**config.mk**
```make
export PLATFORM = sky130hd
export DESIGN_NAME = punc_control_fsm_flat
export DESIGN_NICKNAME = d
export VERILOG_FILES = /design/src/rtl/punc_control_fsm_if.sv /design/src/rtl/punc_control_fsm.sv /design/src/flat_wrapper.sv
export SDC_FILE = /design/constraint.sdc
export NUM_CORES = 1
export LEC_CHECK = 0
export CORE_ASPECT_RATIO = 1.2
export CORE_MARGIN = 2
export CORE_UTILIZATION = 35
export DETAILED_ROUTE_END_ITERATION = 8
export PLACE_DENSITY = 0.88
export SYNTH_ARGS = -nofsm -noshare
export SYNTH_HDL_FRONTEND = slang
export SYNTH_SLANG_ARGS = --single-unit
```
**constraint.sdc**
```tcl
create_clock -name clk -period 2.1 [get_ports clk]
set_input_delay 0.63 -clock clk [delete_from_list [all_inputs] [get_ports clk]]
set_output_delay 0.63 -clock clk [all_outputs]
set_load 0.005 [all_outputs]
```
**src/rtl/punc_control_fsm_if.sv**
```systemverilog
// Control bundle between the PUnC controller and PUnCDatapath.
// The controller (master) reads ir and drives every datapath control input.
// ir_const carries the 11-bit constant field (ir[10:0]) to the datapath sign-extenders.
interface punc_control_fsm_if;
  logic [15:0] ir;
  logic        mem_wr_en;
  logic [2:0]  mem_r_addr_sel;
  logic        state2_STI;
  logic        STR;
  logic [2:0]  RF_wr_addr;
  logic        RF_wr_en;
  logic [2:0]  RF_r_addr_0;
  logic [2:0]  RF_r_addr_1;
  logic [1:0]  RF_w_data_sel;
  logic        ir_ld;
  logic        JMP_RET_JSRR;
  logic        pc_ld;
  logic        pc_clr;
  logic        pc_up;
  logic        add_const;
  logic [1:0]  alu_sel;
  logic        cc_en;
  logic [2:0]  nzp;
  logic [10:0] ir_const;
  logic [3:0]  SEXT_Select;
  logic        halted;

  modport master (
    input  ir,
    output mem_wr_en, mem_r_addr_sel, state2_STI, STR, RF_wr_addr, RF_wr_en,
           RF_r_addr_0, RF_r_addr_1, RF_w_data_sel, ir_ld, JMP_RET_JSRR, pc_ld,
           pc_clr, pc_up, add_const, alu_sel, cc_en, nzp, ir_const, SEXT_Select, halted
  );

  modport slave (
    output ir,
    input  mem_wr_en, mem_r_addr_sel, state2_STI, STR, RF_wr_addr, RF_wr_en,
           RF_r_addr_0, RF_r_addr_1, RF_w_data_sel, ir_ld, JMP_RET_JSRR, pc_ld,
           pc_clr, pc_up, add_const, alu_sel, cc_en, nzp, ir_const, SEXT_Select, halted
  );
endinterface

```
**src/rtl/punc_control_fsm.sv**
```systemverilog
// Multi-cycle LC3 controller for PUnCDatapath: INIT -> FETCH -> DECODE -> EXEC (-> EXEC2) -> FETCH.
// Outputs are combinational from state and ir; rst forces every output low in its cycle.
// Optional single-step mode: define PUNC_CTRL_STEP_EN to add the step input.
module punc_control_fsm #(
  parameter int unsigned FETCH_WAIT = 0
) (
  input logic clk,
  input logic rst,
`ifdef PUNC_CTRL_STEP_EN
  input logic step,
`endif
  punc_control_fsm_if.master bus
);

  typedef enum logic [2:0] {StInit, StFetch, StDecode, StExec, StExec2, StHalt} state_e;

  localparam logic [3:0] WaitLast = 4'(FETCH_WAIT);

  localparam logic [3:0] OpBr  = 4'b0000;
  localparam logic [3:0] OpAdd = 4'b0001;
  localparam logic [3:0] OpLd  = 4'b0010;
  localparam logic [3:0] OpSt  = 4'b0011;
  localparam logic [3:0] OpJsr = 4'b0100;
  localparam logic [3:0] OpAnd = 4'b0101;
  localparam logic [3:0] OpLdr = 4'b0110;
  localparam logic [3:0] OpStr = 4'b0111;
  localparam logic [3:0] OpRti = 4'b1000;
  localparam logic [3:0] OpNot = 4'b1001;
  localparam logic [3:0] OpLdi = 4'b1010;
  localparam logic [3:0] OpSti = 4'b1011;
  localparam logic [3:0] OpJmp = 4'b1100;
  localparam logic [3:0] OpRsv = 4'b1101;
  localparam logic [3:0] OpLea = 4'b1110;
  localparam logic [3:0] OpTrap = 4'b1111;

  localparam logic [1:0] AluPass = 2'd0;
  localparam logic [1:0] AluAdd  = 2'd1;
  localparam logic [1:0] AluAnd  = 2'd2;
  localparam logic [1:0] AluNot  = 2'd3;

  state_e     state_q, state_d;
  logic [3:0] wait_q, wait_d;
  logic       fetch_go;
  logic [3:0] opcode;
  logic [2:0] dr, sr1, sr2;

  assign opcode = bus.ir[15:12];
  assign dr     = bus.ir[11:9];
  assign sr1    = bus.ir[8:6];
  assign sr2    = bus.ir[2:0];

  // Final FETCH cycle: wait margin exhausted (and, in step mode, a step pulse present).
`ifdef PUNC_CTRL_STEP_EN
  assign fetch_go = (wait_q == WaitLast) && step;
`else
  assign fetch_go = (wait_q == WaitLast);
`endif

  // State and fetch-wait counter registers with synchronous reset.
  always_ff @(posedge clk) begin
    if (rst) begin
      state_q <= StInit;
      wait_q  <= 4'd0;
    end else begin
      state_q <= state_d;
      wait_q  <= wait_d;
    end
  end

  // Next-state and counter sequencing.
  always_comb begin
    state_d = state_q;
    wait_d  = 4'd0;
    unique case (state_q)
      StInit: state_d = StFetch;
      StFetch: begin
        if (fetch_go) begin
          state_d = StDecode;
        end else begin
          // Saturate at the last wait cycle so step mode can hold there.
          wait_d = (wait_q == WaitLast) ? wait_q : wait_q + 4'd1;
        end
      end
      StDecode: begin
        if (opcode == OpTrap) begin
          state_d = StHalt;
        end else if (opcode == OpRti || opcode == OpRsv) begin
          state_d = StFetch;
        end else begin
          state_d = StExec;
        end
      end
      StExec:  state_d = (opcode == OpLdi || opcode == OpSti) ? StExec2 : StFetch;
      StExec2: state_d = StFetch;
      StHalt:  state_d = StHalt;
      default: state_d = StInit;
    endcase
  end

  // Control outputs decoded from state and ir.
  always_comb begin
    bus.mem_wr_en      = 1'b0;
    bus.mem_r_addr_sel = 3'd0;
    bus.state2_STI     = 1'b0;
    bus.STR            = 1'b0;
    bus.RF_wr_addr     = 3'd0;
    bus.RF_wr_en       = 1'b0;
    bus.RF_r_addr_0    = 3'd0;
    bus.RF_r_addr_1    = 3'd0;
    bus.RF_w_data_sel  = 2'd0;
    bus.ir_ld          = 1'b0;
    bus.JMP_RET_JSRR   = 1'b0;
    bus.pc_ld          = 1'b0;
    bus.pc_clr         = 1'b0;
    bus.pc_up          = 1'b0;
    bus.add_const      = 1'b0;
    bus.alu_sel        = AluPass;
    bus.cc_en          = 1'b0;
    bus.nzp            = 3'd0;
    bus.ir_const       = bus.ir[10:0];
    bus.SEXT_Select    = 4'b0000;
    bus.halted         = 1'b0;

    unique case (state_q)
      StInit: bus.pc_clr = 1'b1;
      StFetch: begin
        bus.mem_r_addr_sel = 3'd0;
        bus.ir_ld          = fetch_go;
        bus.pc_up          = fetch_go;
      end
      StDecode: ;
      StExec: begin
        case (opcode)
          OpAdd, OpAnd: begin
            bus.RF_r_addr_0   = sr1;
            bus.RF_r_addr_1   = sr2;
            bus.add_const     = bus.ir[5];
            bus.alu_sel       = (opcode == OpAdd) ? AluAdd : AluAnd;
            bus.SEXT_Select   = 4'b1000;
            bus.RF_wr_addr    = dr;
            bus.RF_wr_en      = 1'b1;
            bus.RF_w_data_sel = 2'd0;
            bus.cc_en         = 1'b1;
          end
          OpNot: begin
            bus.alu_sel     = AluNot;
            bus.RF_r_addr_0 = sr1;
            bus.RF_wr_addr  = dr;
            bus.RF_wr_en    = 1'b1;
            bus.cc_en       = 1'b1;
          end
          OpBr: begin
            bus.nzp         = bus.ir[11:9];
            bus.SEXT_Select = 4'b0010;
          end
          OpJmp: begin
            bus.pc_ld        = 1'b1;
            bus.JMP_RET_JSRR = 1'b1;
            bus.alu_sel      = AluPass;
            bus.RF_r_addr_0  = sr1;
          end
          OpJsr: begin
            bus.RF_wr_addr    = 3'd7;
            bus.RF_wr_en      = 1'b1;
            bus.RF_w_data_sel = 2'd1;
            bus.pc_ld         = 1'b1;
            if (bus.ir[11]) begin
              bus.SEXT_Select = 4'b0001;
            end else begin
              // Base register is read this cycle, so JSRR R7 jumps to the old R7.
              bus.JMP_RET_JSRR = 1'b1;
              bus.alu_sel      = AluPass;
              bus.RF_r_addr_0  = sr1;
            end
          end
          OpLd: begin
            bus.mem_r_addr_sel = 3'd1;
            bus.SEXT_Select    = 4'b0010;
            bus.RF_wr_addr     = dr;
            bus.RF_wr_en       = 1'b1;
            bus.RF_w_data_sel  = 2'd2;
            bus.cc_en          = 1'b1;
          end
          OpLea: begin
            bus.RF_wr_addr    = dr;
            bus.RF_wr_en      = 1'b1;
            bus.RF_w_data_sel = 2'd3;
            bus.SEXT_Select   = 4'b0010;
          end
          OpLdr: begin
            bus.mem_r_addr_sel = 3'd4;
            bus.alu_sel        = AluAdd;
            bus.add_const      = 1'b1;
            bus.SEXT_Select    = 4'b0100;
            bus.RF_r_addr_0    = sr1;
            bus.RF_wr_addr     = dr;
            bus.RF_wr_en       = 1'b1;
            bus.RF_w_data_sel  = 2'd2;
            bus.cc_en          = 1'b1;
          end
          OpSt: begin
            bus.mem_wr_en   = 1'b1;
            bus.alu_sel     = AluPass;
            bus.RF_r_addr_0 = dr;
            bus.SEXT_Select = 4'b0010;
          end
          OpStr: begin
            bus.mem_wr_en   = 1'b1;
            bus.STR         = 1'b1;
            bus.alu_sel     = AluAdd;
            bus.add_const   = 1'b1;
            bus.SEXT_Select = 4'b0100;
            bus.RF_r_addr_0 = sr1;
            bus.RF_r_addr_1 = dr;
          end
          OpLdi, OpSti: begin
            // Datapath latches the pointer word into its indirect register.
            bus.mem_r_addr_sel = 3'd1;
            bus.SEXT_Select    = 4'b0010;
          end
          default: ;
        endcase
      end
      StExec2: begin
        if (opcode == OpLdi) begin
          bus.mem_r_addr_sel = 3'd2;
          bus.RF_wr_addr     = dr;
          bus.RF_wr_en       = 1'b1;
          bus.RF_w_data_sel  = 2'd2;
          bus.cc_en          = 1'b1;
        end else begin
          bus.mem_wr_en   = 1'b1;
          bus.state2_STI  = 1'b1;
          bus.STR         = 1'b1;
          bus.RF_r_addr_1 = dr;
        end
      end
      StHalt: begin
        bus.ir_const = 11'd0;
        bus.halted   = 1'b1;
      end
      default: ;
    endcase

    // Reset wins in the same cycle so no write escapes a mid-instruction reset.
    if (rst) begin
      bus.mem_wr_en      = 1'b0;
      bus.mem_r_addr_sel = 3'd0;
      bus.state2_STI     = 1'b0;
      bus.STR            = 1'b0;
      bus.RF_wr_addr     = 3'd0;
      bus.RF_wr_en       = 1'b0;
      bus.RF_r_addr_0    = 3'd0;
      bus.RF_r_addr_1    = 3'd0;
      bus.RF_w_data_sel  = 2'd0;
      bus.ir_ld          = 1'b0;
      bus.JMP_RET_JSRR   = 1'b0;
      bus.pc_ld          = 1'b0;
      bus.pc_clr         = 1'b0;
      bus.pc_up          = 1'b0;
      bus.add_const      = 1'b0;
      bus.alu_sel        = AluPass;
      bus.cc_en          = 1'b0;
      bus.nzp            = 3'd0;
      bus.ir_const       = 11'd0;
      bus.SEXT_Select    = 4'b0000;
      bus.halted         = 1'b0;
    end
  end

endmodule
```
**src/flat_wrapper.sv**
```systemverilog
// flat-port wrapper written by rule: the top's interface ports become plain ports
module punc_control_fsm_flat 
#(
  parameter int unsigned FETCH_WAIT = 0
)
  (clk, rst, bus_ir, bus_mem_wr_en, bus_mem_r_addr_sel, bus_state2_STI, bus_STR, bus_RF_wr_addr, bus_RF_wr_en, bus_RF_r_addr_0, bus_RF_r_addr_1, bus_RF_w_data_sel, bus_ir_ld, bus_JMP_RET_JSRR, bus_pc_ld, bus_pc_clr, bus_pc_up, bus_add_const, bus_alu_sel, bus_cc_en, bus_nzp, bus_ir_const, bus_SEXT_Select, bus_halted);
  punc_control_fsm_if bus_i ();
  input logic clk;
  input logic rst;
  input wire logic [$bits(bus_i.ir)-1:0] bus_ir;
  output wire logic [$bits(bus_i.mem_wr_en)-1:0] bus_mem_wr_en;
  output wire logic [$bits(bus_i.mem_r_addr_sel)-1:0] bus_mem_r_addr_sel;
  output wire logic [$bits(bus_i.state2_STI)-1:0] bus_state2_STI;
  output wire logic [$bits(bus_i.STR)-1:0] bus_STR;
  output wire logic [$bits(bus_i.RF_wr_addr)-1:0] bus_RF_wr_addr;
  output wire logic [$bits(bus_i.RF_wr_en)-1:0] bus_RF_wr_en;
  output wire logic [$bits(bus_i.RF_r_addr_0)-1:0] bus_RF_r_addr_0;
  output wire logic [$bits(bus_i.RF_r_addr_1)-1:0] bus_RF_r_addr_1;
  output wire logic [$bits(bus_i.RF_w_data_sel)-1:0] bus_RF_w_data_sel;
  output wire logic [$bits(bus_i.ir_ld)-1:0] bus_ir_ld;
  output wire logic [$bits(bus_i.JMP_RET_JSRR)-1:0] bus_JMP_RET_JSRR;
  output wire logic [$bits(bus_i.pc_ld)-1:0] bus_pc_ld;
  output wire logic [$bits(bus_i.pc_clr)-1:0] bus_pc_clr;
  output wire logic [$bits(bus_i.pc_up)-1:0] bus_pc_up;
  output wire logic [$bits(bus_i.add_const)-1:0] bus_add_const;
  output wire logic [$bits(bus_i.alu_sel)-1:0] bus_alu_sel;
  output wire logic [$bits(bus_i.cc_en)-1:0] bus_cc_en;
  output wire logic [$bits(bus_i.nzp)-1:0] bus_nzp;
  output wire logic [$bits(bus_i.ir_const)-1:0] bus_ir_const;
  output wire logic [$bits(bus_i.SEXT_Select)-1:0] bus_SEXT_Select;
  output wire logic [$bits(bus_i.halted)-1:0] bus_halted;
  assign bus_i.ir = bus_ir;
  assign bus_mem_wr_en = bus_i.mem_wr_en;
  assign bus_mem_r_addr_sel = bus_i.mem_r_addr_sel;
  assign bus_state2_STI = bus_i.state2_STI;
  assign bus_STR = bus_i.STR;
  assign bus_RF_wr_addr = bus_i.RF_wr_addr;
  assign bus_RF_wr_en = bus_i.RF_wr_en;
  assign bus_RF_r_addr_0 = bus_i.RF_r_addr_0;
  assign bus_RF_r_addr_1 = bus_i.RF_r_addr_1;
  assign bus_RF_w_data_sel = bus_i.RF_w_data_sel;
  assign bus_ir_ld = bus_i.ir_ld;
  assign bus_JMP_RET_JSRR = bus_i.JMP_RET_JSRR;
  assign bus_pc_ld = bus_i.pc_ld;
  assign bus_pc_clr = bus_i.pc_clr;
  assign bus_pc_up = bus_i.pc_up;
  assign bus_add_const = bus_i.add_const;
  assign bus_alu_sel = bus_i.alu_sel;
  assign bus_cc_en = bus_i.cc_en;
  assign bus_nzp = bus_i.nzp;
  assign bus_ir_const = bus_i.ir_const;
  assign bus_SEXT_Select = bus_i.SEXT_Select;
  assign bus_halted = bus_i.halted;
  punc_control_fsm #(.FETCH_WAIT(FETCH_WAIT)) u_core (.clk(clk), .rst(rst), .bus(bus_i));
endmodule
```
==> impl_metrics.env, run 1 <==
export IMPL_placed_cells=293
export IMPL_yosysSeqAreaShare=0.1356
export IMPL_grt_max_degree=11
export IMPL_synth_compound_area_frac=0.1973
export IMPL_worstEpCategory="output port"
export IMPL_dpl_hpwl_um=3134
export IMPL_pin_count=64
export IMPL_hold_buffers=0
export IMPL_cts_buffers=3
export IMPL_yosys_area_share_xor_xnor=0.02542
export IMPL_clockBufferDepth=2
export IMPL_synth_mux_area_frac=0.01937
export IMPL_synth_warnings=0
export IMPL_syn_area_per_cell_um2=6.625
export IMPL_netlist_instances=156
export IMPL_num_rows=21
export IMPL_status="did not finish"
export IMPL_cts_sinks=7
export IMPL_tool_error="[ERROR DPL-0038] Utilization greater than 100%, impossible to legalize"
export IMPL_lastStage="global routing"
export IMPL_die_height_um=63.53
export IMPL_ys_types=46
export IMPL_synthSimpleGateAreaFrac=0.4927
export IMPL_grt_worst_endpoint="bus_RF_r_addr_0[1]"
export IMPL_syn_cell_area_um2=1033
export IMPL_root_buffer="clkbuf_4"
export IMPL_synth_fa_ha_area_frac=0.02421
export IMPL_place_port_buffers=63
export IMPL_synth_top_family_by_area="simple AND/OR/NAND/NOR gates"
export IMPL_synth_seq_cells=7
export IMPL_die_w_um=53.61
export IMPL_synth_nets=176
export IMPL_htreeDepth=1
export IMPL_start_util=0.3676
export IMPL_gp_congestion=0.9189
==> synthesized netlist by cell type (all sizes together) <==
cell     count  share of area
xnor2        1         0.0085
a31o         1         0.0085
o21ai        5          0.028
or2          2          0.012
nand4bb      1          0.011
nor4         6          0.036
or4          1         0.0073
ha           2          0.024
nor4b        1         0.0085
nand2b       4          0.031
or3b         1          0.011
and2        13          0.079
nand3        2         0.0097
a21oi       15          0.076
and3         1         0.0061
nand3b       3          0.034
nor2b        4          0.024
clkbuf       2         0.0073
buf          9          0.065
a31oi        1         0.0061
a22oi        3          0.022
and2b        1         0.0073
nand4        3          0.018
mux2i        2          0.019
a221oi       1         0.0085
inv          9          0.033
xor2         2          0.017
nor2        21          0.079
dfxtp        7           0.14
and4bb       1          0.012
o32ai        1         0.0085
nor3b        1         0.0073
a211oi       1         0.0073
a222oi       1         0.0097
a32oi        1         0.0085
nor3        10          0.048
a21o         2          0.015
nand2       14          0.051
==> stage by stage <==
step | cell area [um^2] | hold WS [ns] | setup TNS (ns) | setup slack [ns]
2_1_floorplan | 1044 | 0.4297 | -0.006874 | -0.006874
3_3_place_gp | 2014 | 0.4411 | -42.66 | -1.074
4_1_cts | 2564 | 0.4738 | -4.222 | -0.3145
3_5_place_dp | 2014 | 0.4668 | -43.34 | -1.147
==> what timing repair did <==
action | CTS
hold endpoints to repair | 0
pin swaps | 43
gates resized for setup | 313
gates cloned | 3
endpoints found under the setup margin | 46
setup buffers | 30
==> cells by family after synthesis <==
kind of cell,count (synthesis)
simple gates,90
compound gates,32
buf+inv,20
flops,7
xor+xnor,3
mux,2
fa+ha+maj,2
==> inputs of run 2 (changes only) <==
- CORE_ASPECT_RATIO: 1.2 -> not set
- CORE_UTILIZATION: 35 -> 20
- PLACE_DENSITY: 0.88 -> not set
- PLACE_DENSITY_LB_ADDON: not set -> 0.15
==> run 2 against run 1 <==
  * The flow now finishes, with violations (setup timing)
  * Synthesized area did not move
  * Synthesized cell count did not move
==> impl_metrics.env, run 2 <==
export IMPL_grt_max_degree=10
export IMPL_synth_main_ff_cell="dfxtp_1"
export IMPL_clockPowerShare=0.258
export IMPL_synth_nets=176
export IMPL_async_flop_share=0
export IMPL_fin_ws_ns=-0.3624
export IMPL_synth_common_cells="nor2_1, a21oi_1, nand2_1"
export IMPL_min_path_type="flip-flop to flip-flop"
export IMPL_nFillCells=445
export IMPL_cp_required_ns=1.47
export IMPL_fin_cells=365
export IMPL_drc=0
export IMPL_fmax_mhz=406.1
export IMPL_pin_count=64
export IMPL_ir_drop_v=0.0001567
export IMPL_yosysSeqAreaShare=0.1356
export IMPL_worstMarginPinSlew_ns=0.3641
export IMPL_synth_edf_count=0
export IMPL_clkSlewWorstSetupHoldPaths_ns=0.04
export IMPL_final_nets=316
export IMPL_cts_buffers=3
export IMPL_viasPerCell=4.633
export IMPL_slew_headroom=0.7572
export IMPL_yosysMostFrequentCell="nor2_1"
export IMPL_multi_input_area_um2=1212
export IMPL_switching_share=0.3270
export IMPL_wl_per_cell_um=14.44
export IMPL_critical_path_max_fanout=4
export IMPL_place_port_buffers=63
export IMPL_synthSimpleGateAreaFrac=0.4927
export IMPL_p_int_mw=0.4949
export IMPL_status="complete, but fails checks"
export IMPL_n_antenna_cell=0
export IMPL_yosys_area_share_xor_xnor=0.02542
export IMPL_cts_tree="yes"
export IMPL_grt_ovfl_total=0
export IMPL_largest_register="u_core.wait_q"
export IMPL_htreeDepth=1
export IMPL_synth_mux_area_frac=0.01937
export IMPL_die_w_um=75.89
export IMPL_ys_types=46
export IMPL_syn_to_final_growth_pct=171.9
export IMPL_drt_iter0_drc=56
export IMPL_clockBufferDepth=2
export IMPL_seq_power_share=0.197
export IMPL_hold_buffers=0
export IMPL_yosys_area_top_type_share=0.1356
export IMPL_worstSetupEndpointType="output port"
export IMPL_largest_reg_flops=4
export IMPL_synth_warnings=0
export IMPL_grt_pass1_wl_um=8004
export IMPL_worstSetupStartpointType="input pin"
export IMPL_dpl_hpwl_um=3361
export IMPL_fp_coreArea_um2=5042
export IMPL_grt_pass1_vias=1664
export IMPL_worst_clock_skew_ns=0.005379
export IMPL_syn_cell_area_um2=1033
export IMPL_seqCellArea_um2=148.9
export IMPL_root_buffer="clkbuf_8"
export IMPL_slew_violations=0
export IMPL_die_height_um=75.89
export IMPL_hold_viol=0
export IMPL_synth_fa_ha_area_frac=0.02421
export IMPL_netSwitchingPower_mw=0.2404
export IMPL_clk_latency_ns=0.23
export IMPL_drtAntennaViolNets=0
export IMPL_largestRegisters="u_core.wait_q: 4 flops, u_core.state_q: 3 flops"
export IMPL_combPwrFrac=0.545
export IMPL_num_rows=26
export IMPL_detailedPlace_worstSlack_ns=-1.150
export IMPL_grtUsageTotal=0.1797
export IMPL_die_area_um2=5759
export IMPL_layout_min_cycle_time_ns=2.462
export IMPL_gp_congestion=0.8512
export IMPL_synth_compound_area_frac=0.1973
export IMPL_final_layout_size_suffix_gt1_frac=0.7186
export IMPL_yosysTopAreaCell="dfxtp_1"
export IMPL_wl_um=5272
export IMPL_drv_cap=0
export IMPL_layout_commonest_cell="buf_4"
export IMPL_most_common_layout_cells="buf_4, buf_6, buf_2, nor2_1"
export IMPL_violations="setup timing"
export IMPL_cp_arrival_ns=1.83
export IMPL_finalCritPeriodShare=1.173
export IMPL_cts_sinks=7
export IMPL_syn_area_per_cell_um2=6.625
export IMPL_p_leak_nw=1.304
export IMPL_first_pass_iters=4
export IMPL_rsz0062_at_grt="yes"
export IMPL_start_util=0.2050
export IMPL_synth_top_cells_by_area="dfxtp_1, and2_1, nor2_1"
export IMPL_antenna_found_initial=0
export IMPL_path_class="input pin to output port"
export IMPL_vias=1691
export IMPL_synth_seq_cells=7
export IMPL_placed_cells=325
export IMPL_setup_violations=33
export IMPL_synth_top_family_by_area="simple AND/OR/NAND/NOR gates"
export IMPL_power_density_nw_per_um2=261.7
export IMPL_netlist_instances=156
[run 2: cell counts after synthesis]
Identical to the previous run, type by type.
[run 2: worst max-delay path, stage by stage]
cell and delay (ns):
buf_8 0.10, buf_6 0.11, a21o_1 0.16, a222oi_1 0.29, buf_4 0.19, buf_6 0.09, a22oi_2 0.04, nor2_1 0.09
buf_2 0.12
[run 2: path summary, 6_finish.rpt]
check	start	end	slack, ns	depth (start not counted)
worst max-delay path	bus_ir[12]	bus_RF_r_addr_0[1]	-0.36	9
worst min-delay path	u_core.wait_q[0]$_SDFF_PP0_	u_core.wait_q[0]$_SDFF_PP0_	0.46	1
worst max register to register	u_core.state_q[0]$_SDFFE_PP0P_	u_core.state_q[2]$_SDFFE_PP0P_	0.63	6
worst min register to register	u_core.wait_q[0]$_SDFF_PP0_	u_core.wait_q[0]$_SDFF_PP0_	0.46	1
[run 2: layout make-up]
cell class | count | share of cell area
Tap cell | 70 | 0.03117
Sequential cell | 7 | 0.05298
Multi-Input combinational cell | 129 | 0.4314
Inverter | 9 | 0.01202
Timing Repair Buffer | 146 | 0.4564
Clock buffer | 4 | 0.01603
[run 2: power groups by stage]
stage	clock network (mW)	logic, mW	registers, mW
after floorplan	0	0.109	0.142
after CTS	0.195	0.350	0.144
after detailed placement	0	0.249	0.145
final	0.190	0.401	0.145
after global placement	0	0.250	0.145
after global routing	0.204	0.428	0.146
[run 2: cell families after synthesis]
group | after synthesis
AOI/OAI and AO/OA | 32
and+or+nand+nor | 90
xor gates and xnor gates | 3
adders and majority gates | 2
muxes | 2
buffers and inverters | 20
DFF | 7
[run 2: what timing repair did]
item,CTS,global route
endpoints found under the setup margin,47,42
endpoints found under the hold margin,0,0
setup buffers,28,13
gates cloned,1,0
pin swaps,34,33
gates resized for setup,307,66
[run 2: layer usage]
metal | part of all wire | GRT usage | vias up
met5 | 0 | 0 | -
met3 | 0.040 | 0.01323 | 8
li1 | - | - | 829
met1 | 0.41 | 0.2319 | 800
met4 | 0.015 | 0.05263 | 0
met2 | 0.54 | 0.3180 | 54
[run 2: through the flow]
stage            util  setup TNS [ns]  total power [mW]  area, um^2  hold WS, ns
3_3_place_gp   0.4025          -43.69            0.3949        2029       0.4498
3_5_place_dp   0.4025          -43.78            0.3940        2029       0.4582
6_report       0.5573          -5.304            0.7353        2810       0.4634
4_1_cts        0.5079          -4.303            0.6892        2561       0.4668
2_1_floorplan       -       -0.006874            0.2503        1044       0.4297
5_1_grt        0.5573          -7.000            0.7775        2810       0.4744
(Power assumes the default switching activity.)
==> inputs of run 3 (changes only) <==
- PLACE_DENSITY: not set -> 0.57
- PLACE_DENSITY_LB_ADDON: 0.15 -> not set
- SLEW_MARGIN: not set -> 20
==> run 3 against run 2 <==
  * First-iteration DRC count rose by 30%
  * Clock skew increased by 0.0040 ns
  * The run still ends with setup timing left
  * Register-to-register slack worse by 0.18 ns
  * Sequential share of layout area shrank 0.48 points
  * Critical path depth stayed put
  * Largest power group unchanged
  * Final area increased by 9.9%
  * Flip-flop and latch count is the same
  * Wire length up 18%
  * Highest routed layer unchanged
  * Setup slack better by 0.0053 ns
==> impl_metrics.env, run 3 (synthesis results as in run 2) <==
export IMPL_largestRegisters="u_core.wait_q: 4 flops, u_core.state_q: 3 flops"
export IMPL_placed_cells=330
export IMPL_gp_congestion=0.8037
export IMPL_clk_latency_ns=0.23
export IMPL_vias=1859
export IMPL_grt_pass1_vias=1751
export IMPL_slew_headroom=0.7801
export IMPL_fmax_mhz=407.0
export IMPL_cp_arrival_ns=1.83
export IMPL_grt_ovfl_total=0
export IMPL_rsz0062_at_grt="yes"
export IMPL_setup_violations=38
export IMPL_drc=0
export IMPL_worst_clock_skew_ns=0.009385
export IMPL_path_class="input pin to output port"
export IMPL_dpl_hpwl_um=3337
export IMPL_finalCritPeriodShare=1.170
export IMPL_grt_pass1_wl_um=8266
export IMPL_worstSetupEndpointType="output port"
export IMPL_fin_ws_ns=-0.3571
export IMPL_first_pass_iters=4
export IMPL_viasPerCell=4.804
export IMPL_num_rows=26
export IMPL_cp_required_ns=1.47
export IMPL_pin_count=64
export IMPL_clockBufferDepth=2
export IMPL_start_util=0.2050
export IMPL_root_buffer="clkbuf_8"
export IMPL_worstSetupStartpointType="input pin"
export IMPL_largest_register="u_core.wait_q"
export IMPL_ir_drop_v=0.0002473
export IMPL_die_w_um=75.89
export IMPL_min_path_type="flip-flop to flip-flop"
export IMPL_violations="setup timing"
export IMPL_critical_path_max_fanout=5
export IMPL_die_area_um2=5759
export IMPL_wl_per_cell_um=16.04
export IMPL_die_height_um=75.89
export IMPL_syn_to_final_growth_pct=198.9
export IMPL_final_layout_size_suffix_gt1_frac=0.7287
export IMPL_tns_ns=-6.130
export IMPL_worstMarginPinSlew_ns=0.3299
export IMPL_layout_commonest_cell="buf_4"
export IMPL_htreeDepth=1
export IMPL_cts_tree="yes"
export IMPL_power_density_nw_per_um2=259.8
export IMPL_hold_viol=0
export IMPL_drtAntennaViolNets=0
export IMPL_status="complete, but fails checks"
export IMPL_cts_buffers=3
export IMPL_drv_cap=0
export IMPL_final_nets=338
export IMPL_wl_um=6208
export IMPL_n_antenna_cell=0
export IMPL_antenna_found_initial=0
export IMPL_most_common_layout_cells="buf_4, buf_6, buf_2, nor2_1"
export IMPL_fin_hold_ws_ns=0.4593
export IMPL_place_port_buffers=63
export IMPL_fp_coreArea_um2=5042
export IMPL_grt_max_degree=10
export IMPL_fin_cells=387
export IMPL_hold_buffers=0
export IMPL_layout_min_cycle_time_ns=2.457
export IMPL_largest_reg_flops=4
export IMPL_nFillCells=399
export IMPL_grtUsageTotal=0.1881
export IMPL_slew_violations=0
export IMPL_cts_sinks=7
export IMPL_clkSlewWorstSetupHoldPaths_ns=0.05
export IMPL_p_leak_nw=1.444
export IMPL_drt_iter0_drc=73
run 3: cell types whose count changed in the layout (fill, tap and decap cells not counted), moves of 3 or more:
cell and delta:
a21oi_1 +3, a21oi_2 -4, and2_1 -4, and2_4 +4
buf_2 -5, buf_4 +16, buf_6 +10, nand2_4 -4
nor2_1 +3, nor2_2 -5, nor3_2 -3
run 3: final timing paths:
path | cells after the start | slack (ns) | startpoint | end
max | 9 | -0.36 | bus_ir[13] | bus_RF_r_addr_0[2]
max reg2reg | 7 | 0.45 | u_core.state_q[2]$_SDFFE_PP0P_ | u_core.state_q[2]$_SDFFE_PP0P_
min reg2reg | 1 | 0.46 | u_core.wait_q[0]$_SDFF_PP0_ | u_core.wait_q[0]$_SDFF_PP0_
min | 1 | 0.46 | u_core.wait_q[0]$_SDFF_PP0_ | u_core.wait_q[0]$_SDFF_PP0_
run 3: critical path, stage by stage:
cell      delay [ns]
buf_8           0.11
buf_6           0.12
a21o_1          0.16
a222oi_1        0.27
buf_4           0.18
buf_6           0.09
a22oi_1         0.05
nor2_1          0.09
buf_2           0.12
run 3: report_power, final:
part | internal (mW) | switching (mW) | leakage [nW]
registers | 0.138 | 0.00639 | 0.0586
clock network | 0.129 | 0.0650 | 0.0255
logic | 0.266 | 0.198 | 1.36
total | 0.533 | 0.270 | 1.44
run 3: cell type report:
cell class,instances,area (um^2),share of cell area
Timing Repair Buffer,168,1523,0.4929
Clock buffer,3,41.29,0.01337
Inverter,9,33.78,0.01094
Tap cell,70,87.58,0.02835
Multi-Input combinational cell,129,1250,0.4046
Sequential cell,7,148.9,0.04820
Clock inverter,1,5.005,0.001620
run 3: per-layer routing:
metal / vias to the layer above / global-route usage / wire [um]
li1: 876 / - / -
met4: 0 / 0.05458 / 209
met3: 20 / 0.02910 / 309
met1: 892 / 0.2295 / 2435
met5: - / 0 / 0
met2: 71 / 0.3381 / 3253
run 3: stage by stage:
| step | total power, mW | utilization | area (um^2) | setup slack, ns |
|---|---|---|---|---|
| global route | 0.8434 | 0.6127 | 3089 | -0.4307 |
| finish | 0.8027 | 0.6127 | 3089 | -0.3571 |
| global placement | 0.3961 | 0.4099 | 2067 | -1.140 |
| CTS | 0.7199 | 0.5350 | 2698 | -0.3368 |
| detailed placement | 0.3977 | 0.4099 | 2067 | -1.119 |
| floorplan | 0.2503 | - | 1044 | -0.006874 |
run 3: what timing repair did:
action,4_1_cts,5_1_grt
setup endpoints to repair,47,45
gates cloned,2,0
pin swaps,28,38
setup buffers,38,17
resized for setup,301,92
==> edit 1, RTL diff (config.mk and constraints of run 3) <==
Re-encode `state_e` (6 states) as one-hot, 6 bits wide.
--- a/src/rtl/punc_control_fsm.sv
+++ b/src/rtl/punc_control_fsm.sv
@@ -12,7 +12,7 @@
   punc_control_fsm_if.master bus
 );
 
-  typedef enum logic [2:0] {StInit, StFetch, StDecode, StExec, StExec2, StHalt} state_e;
+  typedef enum logic [5:0] {StInit = 6'b000001, StFetch = 6'b000010, StDecode = 6'b000100, StExec = 6'b001000, StExec2 = 6'b010000, StHalt = 6'b100000} state_e;
 
   localparam logic [3:0] WaitLast = 4'(FETCH_WAIT);
 
Function: same outputs for any inputs over 10 cycles, from zero or initial values and one cycle with rst high; not proved beyond that.
==> edit 1 against run 3 <==
  * The run still ends with negative setup slack left
  * Total power is 62% higher
  * Die area grew 22%
  * Combinational power rose by 77%
  * Design area is 4.0% higher
  * Worst setup slack worse by 0.28 ns
  * Clock power up 22%
  * Sequential cell count up 3
  * Via count rose by 12%
  * Final cell count up 9.6%
  * Fmax fell by 10%
  * Sequential power increased by 68%
  * Routed wire length up 2.3%
  * Area after synthesis rose by 23%
==> edit 1: results (changes against run 3) <==
STA
The final setup slack of the worst path is -0.633 ns (-0.276 ns). The final setup violation count was 44 (+16%). The transition time at the pin with the least slew margin is 0.374 ns (+0.0440 ns).

Critical path
Among all stages on the critical path, the largest delay is contributed by sky130_fd_sc_hd__a211oi_2. The startpoint identified for the worst register-to-register timing path is u_core.state_q[5]$_SDFFE_PP0P_. The data arrival time of the critical path is 2.10 ns (+0.27 ns). The worst-case reg-to-reg path depth is 9 (+2).

The peak fanout along the critical path is 8 (+3).

Global route
The pin count of the biggest net entering global routing is 13 (+3). The global routing usage summed across all routing layers is 16.9% (-1.9 points). The via count of the first global-routing pass is 2039 (+16%). The first-pass GRT wire length came to 9820 um (+19%).

Power and ir drop
The share of total power consumed by net switching was 35.0% (+1.4 points). The worst ir drop on vdd is 356 uV (+44%). The leakage power summed over all cells was 1.47 nW (+1.6%). The register share of total power is 18.6% (+0.7 points). The power density over the cells is 405 mW/mm2 (+56%).

Final layout
The area used by multi-input combinational logic is 0.00140 mm2 (+12%). The post-route non-filler standard cell count came to 424 (+9.6%). The total number of multi-input combinational cells is 159 (+23%). The fraction of layout cells with a size suffix above 1 is 67.4% (-5.4 points). The clock distribution area overhead in the final layout was 1.71% (+0.21 points). The flip-flop and latch area came to 204 um2 (+37%). The number of clock-tree buffers in the layout is 4 (+1).

The number of filler instances in the final layout is 574 (+44%).

CTS
The count of cells resized by post-cts repair came to 293 (-2.7%). The post-CTS setup repair buffer count is 45 (+18%).

Yosys
The number of register bits inferred by synthesis is 10 (+3). The share of synthesized area occupied by flip-flops and latches was 15.8% (+2.2 points). The synthesized-area fraction occupied by adder cells came to 1.97% (-0.45 points). Ranked by total cell area, the synthesized netlist is headed by sky130_fd_sc_hd__dfxtp_1, sky130_fd_sc_hd__and2_1, sky130_fd_sc_hd__nor2_1, sky130_fd_sc_hd__a21oi_1, sky130_fd_sc_hd__nor3_1. The mux cell area share after synthesis is 0% (-1.9 points). The compound-gate portion of the synthesized area is 23.9% (+4.2 points). The commonest cells after synthesis are sky130_fd_sc_hd__nor2_1, sky130_fd_sc_hd__and2_1, sky130_fd_sc_hd__a21oi_1, sky130_fd_sc_hd__nor3_1, sky130_fd_sc_hd__nand2_1.

Run status
The run finished, with violations left. The final reports fail on negative setup slack.

Drt
The number of vias per cell after detailed routing is 4.92 (+2.5%). The violation count after the first detailed-route iteration is 114 (+56%).

Placement
The half-perimeter wire length after detailed placement is 3830 um (+15%). The instance count after placement with tap cells included came to 367 (+11%).
-- edit 1: cell count changes after synthesis, sizes merged, moves of 4 or more --
cell           run 3  this run
clkbuf             2        10
a211oi             1         8
nand2b             4         9
nor2              21        25
o21a               0         4
-- edit 1: final timing paths --
check,end,slack (ns)
max,bus_RF_wr_addr[2],-0.63
min,u_core.wait_q[0]$_SDFF_PP0_,0.46
max reg2reg,u_core.state_q[1]$_SDFFE_PP0P_,0.20
min reg2reg,u_core.wait_q[0]$_SDFF_PP0_,0.46
-- edit 1: per-stage QoR --
step | TNS [ns] | util [%] | setup WS (ns)
global placement | -45.83 | 38.4 | -1.20
floorplan | -5.97 | - | -0.307
global route | -23.22 | 51.5 | -0.713
finish | -19.46 | 51.5 | -0.633
detailed placement | -46.33 | 38.4 | -1.23
CTS | -18.74 | 47.7 | -0.614
-- edit 1: layer usage --
layer  up-vias  routed length [um]  GRT usage, %
li1       1002                   -             -
met1       985                2690          21.2
met2        86                3120          29.9
met3        14                 362          2.08
met4         0                 178          5.72
met5         -                   0             0
==> edit 2, RTL diff (config.mk and constraints of run 3) <==
Without the edit above. Make the reset (`rst`) asynchronous in one clocked block. Comments in the files are not updated.
--- a/src/rtl/punc_control_fsm.sv
+++ b/src/rtl/punc_control_fsm.sv
@@ -57,7 +57,7 @@
 `endif
 
   // State and fetch-wait counter registers with synchronous reset.
-  always_ff @(posedge clk) begin
+  always_ff @(posedge clk or posedge rst) begin
     if (rst) begin
       state_q <= StInit;
       wait_q  <= 4'd0;
Check against the original RTL: same outputs for any inputs over 10 cycles, from zero or initial values and one cycle with rst high; that may be too few to reach the edited logic, so the function may still have changed.
==> edit 2 against run 3 <==
  * The run still ends with negative setup slack left
  * Via count fell by 10%
  * Critical path depth fell by 4
  * Die area rose by 0.57%
  * Routed wire length fell by 12%
  * First-iteration DRC count fell by 8.2%
  * Design area fell by 11%
  * Area after synthesis rose by 0.61%
  * Hold slack improved by 0.081 ns
  * Sequential cell count did not move
  * Worst setup slack improved by 0.092 ns
  * Critical endpoint is now bus_RF_w_data_sel[1]
Power is not compared: it rests on default switching activity, and its combinational part moved more than twofold at a synthesized area within 25%.
==> edit 2: results (changes against run 3) <==
Run status
The flow ran to the end, but the final reports show violations. The checks that failed: negative setup slack.

Final layout
The clock distribution area overhead in the final layout is 1.63% (+0.13 points). The net count reported at finish is 297 (-12%). The total number of multi-input combinational cells is 108 (-16%). The fraction of layout cells with a size suffix above 1 came to 74.6% (+1.8 points). The number of filler instances in the final layout came to 457 (+15%). The post-route non-filler standard cell count was 346 (-11%). The register share of the cell area is 6.48% (+1.7 points). The count of inverters not on the clock network in the layout was 15 (+6).

STA
The final setup violation count came to 44 (+16%). The final setup slack of the worst path was -0.265 ns (+0.0918 ns). The relative max-transition margin is 80.0% (+2.0 points).

The maximum clock skew at final layout is 0.00440 ns (-0.00498 ns).

Critical path
On the critical path, the stage with the largest delay is an instance of sky130_fd_sc_hd__or4b_4. The kind of cell with the highest combined delay on the critical path is simple AND/OR/NAND/NOR gates. The delay contributed by the slowest stage of the critical path is 0.52 ns (+0.25 ns). The data arrival time of the critical path is 1.74 ns (-0.09 ns). The worst-case reg-to-reg path depth came to 13 (+6). The peak fanout along the critical path is 4 (-1).

Yosys
The mean instance size in the synthesized netlist is 7.27 um2 (+9.8%). The compound-gate portion of the synthesized area is 22.9% (+3.1 points). The net count after synthesis is 163 (-7.4%). The proportion of synthesized flip-flops having asynchronous set or reset came to 100% (+100 points). By area the synthesized netlist is led by sky130_fd_sc_hd__dfrtp_1, sky130_fd_sc_hd__and3_1, sky130_fd_sc_hd__inv_1, sky130_fd_sc_hd__nand2b_1, sky130_fd_sc_hd__nor2_1. The synthesized-area fraction occupied by adder cells was 2.41% (-0.015 points). The mux cell area share after synthesis is 2.05% (+0.11 points). The xor/xnor cell area share of the yosys netlist is 1.68% (-0.86 points). The share of synthesized area occupied by flip-flops and latches is 16.8% (+3.3 points).

Drt
The violation count after the first detailed-route iteration is 67 (-8.2%). The number of vias per cell after detailed routing is 4.82 (+0.36%). The average wire length per cell after detail routing came to 15.8 um (-1.8%).

Global route
The global routing usage summed across all routing layers came to 17.3% (-1.5 points).

Placement
The final estimated routing congestion in global placement is 0.827 (+2.9%). The half-perimeter wire length after detailed placement is 3330 um (-0.13%).
[edit 2: cell count changes after synthesis, moves of 7 or more]
cell	change
sky130_fd_sc_hd__a21oi_1	-10
sky130_fd_sc_hd__and2_1	-10
sky130_fd_sc_hd__and3_1	+12
sky130_fd_sc_hd__dfrtp_1	+7
sky130_fd_sc_hd__dfxtp_1	-7
sky130_fd_sc_hd__nor2_1	-9
[edit 2: kinds of logic after synthesis]
kind of cell / after synthesis
AO/OA/AOI/OAI: 30
adder cells (fa/ha/maj): 2
XOR/XNOR: 2
flip-flops: 7
buffers and inverters: 28
AND/OR/NAND/NOR: 72
multiplexers: 2
[edit 2: path summary, 6_finish.rpt]
path,startpoint,end,slack [ns]
min in group asynchronous,rst,u_core.state_q[2]$_DFFE_PP0P_,0.77
max in group asynchronous,rst,u_core.state_q[0]$_DFFE_PP0P_,1.19
max reg2reg,u_core.state_q[1]$_DFFE_PP0P_,u_core.state_q[0]$_DFFE_PP0P_,0
max,u_core.state_q[1]$_DFFE_PP0P_,bus_RF_w_data_sel[1],-0.27
min reg2reg,u_core.wait_q[0]$_DFF_PP0_,u_core.wait_q[0]$_DFF_PP0_,0.54
min,u_core.wait_q[0]$_DFF_PP0_,u_core.wait_q[0]$_DFF_PP0_,0.54
[edit 2: stage by stage]
stage                     TNS, ns  power [W]  cell area (um2)  setup slack [ns]  utilization (%)
after floorplan           -0.0475   0.000501             1050           -0.0158                -
after global placement     -41.40   0.000816             2020             -1.10             39.8
after detailed placement   -41.97   0.000815             2020             -1.12             39.8
after CTS                   -5.84    0.00132             2410            -0.237             47.4
after global routing        -8.35    0.00180             2760            -0.321             54.4
final                       -6.36    0.00171             2760            -0.265             54.4
[edit 2: repair_timing]
| action | 4_1_cts | 5_1_grt |
|---|---|---|
| endpoints found under the hold margin | 0 | 0 |
| cloned | 1 | 0 |
| setup buffers | 25 | 14 |
| gates resized for setup | 290 | 60 |
| setup endpoints to repair | 46 | 46 |
| pin swaps | 28 | 26 |
[edit 2: layer usage]
| metal | up-vias | GRT usage (%) | routed length, um |
|---|---|---|---|
| met5 | - | 0 | 0 |
| met4 | 0 | 5.45 | 78 |
| met3 | 8 | 2.13 | 213 |
| met2 | 57 | 30.2 | 2850 |
| met1 | 811 | 22.3 | 2310 |
| li1 | 792 | - | - |
[edit 2: power by group through the flow]
stage / Sequential (W) / Combinational (W) / Clock, W
after floorplan: 0.000173 / 0.000328 / 0
after global placement: 0.000193 / 0.000623 / 0
after detailed placement: 0.000195 / 0.000620 / 0
after CTS: 0.000211 / 0.000917 / 0.000192
after global routing: 0.000217 / 0.00138 / 0.000202
final: 0.000215 / 0.00130 / 0.000197
